File: src/rtl/hazard_ctrl_if.sv
// Hazard-control bundle between the pipeline datapath (master) and hazard_ctrl (slave).
// Carries the EX/ID hazard sources and the stall/flush controls for PC, IF/ID, ID/EX and EX/MEM.
interface hazard_ctrl_if;
  logic       EX_MemRead;
  logic [4:0] EX_RegWrAddr;
  logic       EX_BranchTaken;
  logic [4:0] ID_RegRs;
  logic [4:0] ID_RegRt;
  logic       ID_UsesRt;
  logic       ID_Jump;
  logic       ID_MulDiv;

  logic       PC_stall;
  logic       IF_stall;
  logic       IF_flush;
  logic       ID_stall;
  logic       ID_flush;
  logic       EX_bubble;
  logic       EX_busy;

  modport master (
    output EX_MemRead, EX_RegWrAddr, EX_BranchTaken,
    output ID_RegRs, ID_RegRt, ID_UsesRt, ID_Jump, ID_MulDiv,
    input  PC_stall, IF_stall, IF_flush, ID_stall, ID_flush, EX_bubble, EX_busy
  );

  modport slave (
    input  EX_MemRead, EX_RegWrAddr, EX_BranchTaken,
    input  ID_RegRs, ID_RegRt, ID_UsesRt, ID_Jump, ID_MulDiv,
    output PC_stall, IF_stall, IF_flush, ID_stall, ID_flush, EX_bubble, EX_busy
  );
endinterface

File: src/rtl/hazard_ctrl.sv
// Load-use / branch / jump hazard scheduler with a multi-cycle mult/div sequencer for the 5-stage core.
// Optional HAZARD_PERF_CNT_EN adds saturating stall_cycles / flush_events counters.
module hazard_ctrl #(
  parameter int MULDIV_CYCLES = 4,
  parameter int CNT_W         = 3
) (
  input  logic        clk,
  input  logic        reset,
  hazard_ctrl_if.slave hz
`ifdef HAZARD_PERF_CNT_EN
  ,
  output logic [31:0] stall_cycles,
  output logic [31:0] flush_events
`endif
);

  typedef enum logic {ST_RUN, ST_MULDIV} state_t;

  localparam bit             MD_EN   = (MULDIV_CYCLES > 1);
  localparam logic [CNT_W-1:0] MD_LOAD = CNT_W'(MULDIV_CYCLES - 1);

  state_t           r_state;
  logic [CNT_W-1:0] r_cnt;

  logic w_lu;
  logic w_md_start;
  logic w_pc_stall, w_if_stall, w_if_flush, w_id_stall, w_id_flush, w_ex_bubble, w_ex_busy;

  assign w_lu = hz.EX_MemRead && (hz.EX_RegWrAddr != 5'd0) &&
                ((hz.EX_RegWrAddr == hz.ID_RegRs) ||
                 (hz.ID_UsesRt && (hz.EX_RegWrAddr == hz.ID_RegRt)));

  // A mult/div only launches when nothing of higher priority claims the cycle.
  assign w_md_start = MD_EN && (r_state == ST_RUN) && hz.ID_MulDiv &&
                      !hz.EX_BranchTaken && !w_lu && !hz.ID_Jump;

  // NOTE: every output gets a default before the branches so no latch can be inferred.
  always_comb begin
    w_pc_stall  = 1'b0;
    w_if_stall  = 1'b0;
    w_if_flush  = 1'b0;
    w_id_stall  = 1'b0;
    w_id_flush  = 1'b0;
    w_ex_bubble = 1'b0;
    w_ex_busy   = 1'b0;
    if (reset) begin
      if (r_state == ST_MULDIV) begin
        w_ex_busy   = 1'b1;
        w_pc_stall  = 1'b1;
        w_if_stall  = 1'b1;
        w_id_stall  = 1'b1;
        w_ex_bubble = 1'b1;
      end else if (hz.EX_BranchTaken) begin
        w_if_flush = 1'b1;
        w_id_flush = 1'b1;
      end else if (w_lu) begin
        w_pc_stall = 1'b1;
        w_if_stall = 1'b1;
        w_id_flush = 1'b1;
      end else if (hz.ID_Jump) begin
        w_if_flush = 1'b1;
      end
    end
  end

  assign hz.PC_stall  = w_pc_stall;
  assign hz.IF_stall  = w_if_stall;
  assign hz.IF_flush  = w_if_flush;
  assign hz.ID_stall  = w_id_stall;
  assign hz.ID_flush  = w_id_flush;
  assign hz.EX_bubble = w_ex_bubble;
  assign hz.EX_busy   = w_ex_busy;

  // NOTE: sequential state uses non-blocking assignments so all flops update from pre-edge values.
  always_ff @(posedge clk or negedge reset) begin
    if (!reset) begin
      r_state <= ST_RUN;
      r_cnt   <= '0;
    end else begin
      case (r_state)
        ST_RUN: begin
          if (w_md_start) begin
            r_state <= ST_MULDIV;
            r_cnt   <= MD_LOAD;
          end
        end
        ST_MULDIV: begin
          // Leaving on cnt<=1 rather than ==1 keeps the counter from ever wrapping.
          if (r_cnt <= CNT_W'(1)) begin
            r_state <= ST_RUN;
            r_cnt   <= '0;
          end else begin
            r_cnt <= r_cnt - CNT_W'(1);
          end
        end
        default: begin
          r_state <= ST_RUN;
          r_cnt   <= '0;
        end
      endcase
    end
  end

`ifdef HAZARD_PERF_CNT_EN
  logic [31:0] r_stall_cycles;
  logic [31:0] r_flush_events;

  always_ff @(posedge clk or negedge reset) begin
    if (!reset) begin
      r_stall_cycles <= '0;
      r_flush_events <= '0;
    end else begin
      if (w_pc_stall && (r_stall_cycles != 32'hFFFF_FFFF))
        r_stall_cycles <= r_stall_cycles + 32'd1;
      if ((w_if_flush || w_id_flush) && (r_flush_events != 32'hFFFF_FFFF))
        r_flush_events <= r_flush_events + 32'd1;
    end
  end

  assign stall_cycles = r_stall_cycles;
  assign flush_events = r_flush_events;
`endif

endmodule

File: src/flat_wrapper.sv
// flat-port wrapper written by rule: the top's interface ports become plain ports
module hazard_ctrl_flat 
#(
  parameter int MULDIV_CYCLES = 4,
  parameter int CNT_W         = 3
)
  (clk, reset, hz_EX_MemRead, hz_EX_RegWrAddr, hz_EX_BranchTaken, hz_ID_RegRs, hz_ID_RegRt, hz_ID_UsesRt, hz_ID_Jump, hz_ID_MulDiv, hz_PC_stall, hz_IF_stall, hz_IF_flush, hz_ID_stall, hz_ID_flush, hz_EX_bubble, hz_EX_busy);
  hazard_ctrl_if hz_i ();
  input  logic clk;
  input  logic reset;
  input wire logic [$bits(hz_i.EX_MemRead)-1:0] hz_EX_MemRead;
  input wire logic [$bits(hz_i.EX_RegWrAddr)-1:0] hz_EX_RegWrAddr;
  input wire logic [$bits(hz_i.EX_BranchTaken)-1:0] hz_EX_BranchTaken;
  input wire logic [$bits(hz_i.ID_RegRs)-1:0] hz_ID_RegRs;
  input wire logic [$bits(hz_i.ID_RegRt)-1:0] hz_ID_RegRt;
  input wire logic [$bits(hz_i.ID_UsesRt)-1:0] hz_ID_UsesRt;
  input wire logic [$bits(hz_i.ID_Jump)-1:0] hz_ID_Jump;
  input wire logic [$bits(hz_i.ID_MulDiv)-1:0] hz_ID_MulDiv;
  output wire logic [$bits(hz_i.PC_stall)-1:0] hz_PC_stall;
  output wire logic [$bits(hz_i.IF_stall)-1:0] hz_IF_stall;
  output wire logic [$bits(hz_i.IF_flush)-1:0] hz_IF_flush;
  output wire logic [$bits(hz_i.ID_stall)-1:0] hz_ID_stall;
  output wire logic [$bits(hz_i.ID_flush)-1:0] hz_ID_flush;
  output wire logic [$bits(hz_i.EX_bubble)-1:0] hz_EX_bubble;
  output wire logic [$bits(hz_i.EX_busy)-1:0] hz_EX_busy;
  assign hz_i.EX_MemRead = hz_EX_MemRead;
  assign hz_i.EX_RegWrAddr = hz_EX_RegWrAddr;
  assign hz_i.EX_BranchTaken = hz_EX_BranchTaken;
  assign hz_i.ID_RegRs = hz_ID_RegRs;
  assign hz_i.ID_RegRt = hz_ID_RegRt;
  assign hz_i.ID_UsesRt = hz_ID_UsesRt;
  assign hz_i.ID_Jump = hz_ID_Jump;
  assign hz_i.ID_MulDiv = hz_ID_MulDiv;
  assign hz_PC_stall = hz_i.PC_stall;
  assign hz_IF_stall = hz_i.IF_stall;
  assign hz_IF_flush = hz_i.IF_flush;
  assign hz_ID_stall = hz_i.ID_stall;
  assign hz_ID_flush = hz_i.ID_flush;
  assign hz_EX_bubble = hz_i.EX_bubble;
  assign hz_EX_busy = hz_i.EX_busy;
  hazard_ctrl #(.MULDIV_CYCLES(MULDIV_CYCLES), .CNT_W(CNT_W)) u_core (.clk(clk), .reset(reset), .hz(hz_i));
endmodule
File: config.mk
export PLATFORM = sky130hd
export DESIGN_NAME = hazard_ctrl_flat
export DESIGN_NICKNAME = d
export VERILOG_FILES = /design/src/rtl/hazard_ctrl_if.sv /design/src/rtl/hazard_ctrl.sv /design/src/flat_wrapper.sv
export SDC_FILE = /design/constraint.sdc
export NUM_CORES = 1
export LEC_CHECK = 0
export CELL_PAD_IN_SITES_DETAIL_PLACEMENT = 1
export CELL_PAD_IN_SITES_GLOBAL_PLACEMENT = 1
export CORE_MARGIN = 1
export CORE_UTILIZATION = 22
export CTS_CLUSTER_SIZE = 14
export DETAILED_ROUTE_END_ITERATION = 8
export GPL_TIMING_DRIVEN = 1
export PLACE_DENSITY = 0.79
export SLEW_MARGIN = 20
export SYNTH_ARGS = -nofsm -noshare
export SYNTH_HDL_FRONTEND = slang
export SYNTH_SLANG_ARGS = --single-unit
export TNS_END_PERCENT = 5
File: constraint.sdc
create_clock -name clk -period 2 [get_ports clk]
set_input_delay 0.3 -clock clk [delete_from_list [all_inputs] [get_ports clk]]
set_output_delay 0.3 -clock clk [all_outputs]
set_load 0.05 [all_outputs]
## Word level (Yosys, flattened, before mapping)

Cells that the tools add are included.

- Flip-flop bits (word level): 4
- Latch bits: 0
- Memory bits (writable): 0
- ROM bits: 0
- Word-level logic and storage cells: 40
- Memories: 0

- $add $sub $neg: 1
- Multiply operators: 0
- Divide/modulo/power cells: 0
- $lt $le $gt $ge: 1
- Equal/unequal tests: 3
- Shifts and indexed selects: 0
- Muxes and demuxes: 20
- Bitwise operators: 1
- Reductions and logical operators: 12

Operators by type and width:

| kind | number |
|---|---|
| $mux 1 | 16 |
| $eq 5x5->1 | 2 |
| $logic_and 1x1->1 | 7 |
| $mux 3 | 2 |
| $pmux 3 s2 | 1 |
| $reduce_bool 5->1 | 1 |
| $le 3x1->1 const B | 1 |
| $logic_not 1->1 | 3 |
| $sub 3x1->3 const B | 1 |
| $ne 2x1->1 const B | 1 |
| $pmux 1 s2 | 1 |
| $logic_or 1x1->1 | 1 |
| $not 1->1 | 1 |

## Logic depth before layout (Yosys ltp)

- Depth after elaboration: 9
- Depth in mapped cells: 6
- Gate-level depth less buffers: 6

## Worst setup path before layout

OpenSTA, ideal clock, no wires.

- Path kind: input -> output
- Start point: input port hz_EX_RegWrAddr[0]
- End point: output port hz_IF_flush
- Arrival time: 1.851 ns
- Slack: -0.151 ns
- Stages on the path: 4
- Path buffers: 0
- Cells stage by stage: or4_1 o21ai_2 nor2_1 a21oi_1

- Longest elaborated chain between the ends: 8
- Elaborated cells between the ends (all ways): 11

Ends and longest elaborated chain:

| element | line | text |
|---|---|---|
| start: declaration | flat_wrapper.sv:12 | `input wire logic [$bits(hz_i.EX_RegWrAddr)-1:0] hz_EX_RegWrAddr;` |
| $eq 5x5->1 | hazard_ctrl.sv:31 | `(hz.ID_UsesRt && (hz.EX_RegWrAddr == hz.ID_RegRt)));` |
| $logic_and 1x1->1 | hazard_ctrl.sv:31 |  |
| $logic_or 1x1->1 | hazard_ctrl.sv:30 | `((hz.EX_RegWrAddr == hz.ID_RegRs) \|\|` |
| $logic_and 1x1->1 (*) | hazard_ctrl.sv:29 | `assign w_lu = hz.EX_MemRead && (hz.EX_RegWrAddr != 5'd0) &&` |
| $mux 1 (*) | hazard_ctrl.sv:56 | `end else if (w_lu) begin` |
| $mux 1 (*) | hazard_ctrl.sv:53 | `end else if (hz.EX_BranchTaken) begin` |
| $mux 1 (*) | hazard_ctrl.sv:47 | `if (r_state == ST_MULDIV) begin` |
| $mux 1 (*) | hazard_ctrl.sv:46 | `if (reset) begin` |
| end: declaration | flat_wrapper.sv:21 | `output wire logic [$bits(hz_i.IF_flush)-1:0] hz_IF_flush;` |

Every way passes the cells marked *; elsewhere a longest branch is shown, timed or not.

## Worst setup path in the final report

- Start point: input port hz_EX_RegWrAddr[3]
- End point: output port hz_PC_stall

- Longest elaborated chain between the ends: 8
- Elaborated cells between the ends (all ways): 11

Ends and longest elaborated chain:

| element | line | text |
|---|---|---|
| $eq 5x5->1 | hazard_ctrl.sv:31 |  |
| $logic_and 1x1->1 | hazard_ctrl.sv:31 |  |
| $logic_or 1x1->1 | hazard_ctrl.sv:30 |  |
| $logic_and 1x1->1 (*) | hazard_ctrl.sv:29 |  |
| $mux 1 (*) | hazard_ctrl.sv:56 |  |
| $mux 1 (*) | hazard_ctrl.sv:53 |  |
| $mux 1 (*) | hazard_ctrl.sv:47 |  |
| $mux 1 (*) | hazard_ctrl.sv:46 |  |
| end: declaration | flat_wrapper.sv:19 | `output wire logic [$bits(hz_i.PC_stall)-1:0] hz_PC_stall;` |

Marks and branches as above.

==> results.toml <==
[timing]
hold_viol = 0
slew-limit-headroom_pct = 78.8
slew_violations = 0
grt_setup_unrepaired = "false"
fin_crit_sh_pct = 98.1
setup_viol = 0
worst_hold_slack_ns = 0.459
tns_ns = 0
max_freq_ghz = 0.510
layout_min_cycle_time_ns = 1.96
skew_ns = 0.00419
worstMarginPinSlew_ns = 0.313

[yosys]
ys_seq_area_share_pct = 23.5
synthDistinctLibCells = 23
synthCells = 53
synth_nets = 77
synth_edf_count = 0
yosysTopAreaCellShare_pct = 23.5
synthArstFlopShare_pct = 100
synth-seq-cells = 4
syn_area_um2 = 427
synth_area_leaders = "dfrtp_1 23%, xnor2_1 21%, nand2_1 6.2%, ha_1 5.9%, buf_4 5.3%"
yosys_warnings = 0
ys.flop_type = "dfrtp_1"
synth_top_area_cell = "dfrtp_1"
avgSynthCellArea_um2 = 8.05

[floorplan]
die-area_um2 = 2120
die_height_um = 46.0
ios = 29
die_x_um = 46.0
initial_utilization_pct = 24.2
core_um2 = 1760
row_count = 15

[job]
max-cap-violations = 0

[clock_network]
cts_tree = "built"
clkTransAtPathRegs_ns = 0.04
clk_latency_ns = 0.23
cts_sinks = 4
cts_root_buf = "clkbuf_4"
cts_inserted_buffers = 3
cts.htree.levels = 1
holdBufCountCts = 0
clock_path_buffers = 2

[finish]
nets = 115
area_delta_synth_final_pct = 112
antenna_cells = 0
layout-drive-gt1-share_pct = 31.5
final_area_um2 = 906
layout.cells.non_filler = 114

[place]
io_buffers = 28
place_congestion = 0.721
placed_cell_area_um2 = 842
hpwlAfterDp_um = 1140
placed_cells = 110

[grt]
grt_pass1_wl_um = 2230
grt_max_degree = 9
grt_usage_pct = 14.7
grt-ovfl-total = 0
grt_pass1_vias = 567
antenna_found_initial = 0

[worst_setup_path]
critPathCaptureType = "output pin"
cp_max_fo = 3
arrival_ns = 1.66
start_kind = "input pin"
crit_type = "input pin to output pin"
cp.required_ns = 1.70

[routing]
detail_route.wl_per_cell_um = 12.0
ant_nets = 0
met3WireLength_um = 59
drt-total-wl_um = 1370
vias = 506
drt_iter0_drc = 0
m1WireLength_um = 490
drc_errors = 0
via_per_inst = 4.44
wl_met2_um = 821
highest_layer = "met3"
first_pass_iters = 1

[power]
power_density_nw_per_um2 = 817
peakVddDrop_v = 0.000294
power_leakage_nw = 0.426

[outcome]
status = "finished, final reports clean"

[hold_path]
hold_class = "input pin to async pin"
## placed cells by master, fill, tap and decap left out
cell type | netlist | layout
xnor2_1 | 10 | 9
nand2_1 | 7 | 7
dlygate4sd2_1 | 0 | 7
buf_12 | 0 | 7
buf_4 | 3 | 7
clkdlybuf4s50_1 | 0 | 6
dlymetal6s2s_1 | 0 | 5
o21ai_0 | 4 | 4
dfrtp_1 | 4 | 4
inv_1 | 3 | 3
clkbuf_4 | 0 | 3
nor2_1 | 3 | 2
nor2b_1 | 2 | 2
ha_1 | 2 | 2
nand3_1 | 1 | 1
xnor2_2 | 0 | 1
nand4_1 | 1 | 1
o22a_1 | 1 | 1
or4_4 | 0 | 1
o21ai_4 | 0 | 1
nor4b_1 | 1 | 1
o21ai_2 | 2 | 1
nor2_4 | 0 | 1
o21a_1 | 1 | 1
and2_1 | 1 | 1
a21oi_2 | 0 | 1
a31o_4 | 0 | 1
nor4_1 | 1 | 1
a31o_1 | 1 | 1
nand2b_1 | 1 | 1
o211ai_1 | 1 | 1
clkbuf_2 | 0 | 1
clkdlybuf4s15_2 | 0 | 1
buf_2 | 0 | 1
buf_6 | 0 | 1
## flip-flops by register name, summed over array words and instances, names as in the netlist
name            count
u_core.r_cnt        3
u_core.r_state      1
## Yosys cell counts (2+ instances only)
| cell | n |
|---|---|
| xnor2_1 | 10 |
| nand2_1 | 7 |
| dfrtp_1 | 4 |
| o21ai_0 | 4 |
| buf_4 | 3 |
| inv_1 | 3 |
| nor2_1 | 3 |
| ha_1 | 2 |
| nor2b_1 | 2 |
| o21ai_2 | 2 |
## stage by stage
| step | setup WS, ns | util (%) | total power [mW] |
|---|---|---|---|
| 6_report | 0.0387 | 51.3 | 0.740 |
| 5_1_grt | 0.00723 | 51.3 | 0.802 |
| 4_1_cts | 0.000698 | 50.3 | 0.749 |
| 3_5_place_dp | -0.340 | 47.7 | 0.646 |
| 3_3_place_gp | -0.277 | 47.7 | 0.623 |
| 2_1_floorplan | 0.0514 | - | 0.419 |
## cell type report
class | instances | area (um2)
fill | 217 | 858
timing repair buffer | 36 | 409
multi-input combinational | 43 | 332
sequential | 4 | 100
tap | 25 | 31.3
clock buffer | 3 | 22.5
inverter | 3 | 11.3
## per-layer routing
layer,track usage [%],vias up
met5,0,-
met4,3.53,0
met3,1.59,0
li1,-,252
met1,13.4,229
met2,32.4,25
## report_power, final
part	internal [mW]	leakage, nW	total, mW	switching, mW
sequential	0.117	0.0491	0.152	0.0355
combinational	0.240	0.363	0.493	0.253
clock	0.0668	0.0138	0.0947	0.0279
total	0.424	0.426	0.740	0.317
## logic make-up after synthesis
group / count (synthesis) / share of synthesized area, %
AND/OR/NAND/NOR: 19 / 22.6
XOR/XNOR: 10 / 20.5
buffers and inverters: 6 / 7.92
adder cells (fa/ha/maj): 2 / 5.86
flip-flops: 4 / 23.5
AO/OA/AOI/OAI: 12 / 19.7
## critical path, stage by stage
cell             delay (ns)
clkdlybuf4s15_2        0.21
or4_4                  0.50
o21ai_4                0.17
nor2_4                 0.06
a31o_4                 0.26
buf_12                 0.15
## timing repair
item,4_1_cts,5_1_grt
pin swaps,10,9
resized for setup,21,8
gates cloned,0,0
endpoints found under the setup margin,4,4
buffers inserted,1,0
## path summary, 6_finish.rpt
check | cells past startpoint | slack, ns | from | end
max | 6 | 0.04 | hz_EX_RegWrAddr[3] | hz_PC_stall
max reg2reg | 3 | 0.72 | u_core.r_state | u_core.r_cnt[2]
min in group clk | 1 | 0.58 | u_core.r_cnt[2] | u_core.r_cnt[2]
max in group asynchronous | 2 | 1.43 | reset | u_core.r_cnt[2]
min | 2 | 0.46 | reset | u_core.r_state
min reg2reg | 1 | 0.58 | u_core.r_cnt[2] | u_core.r_cnt[2]
Power figures use the tool's default switching activity.
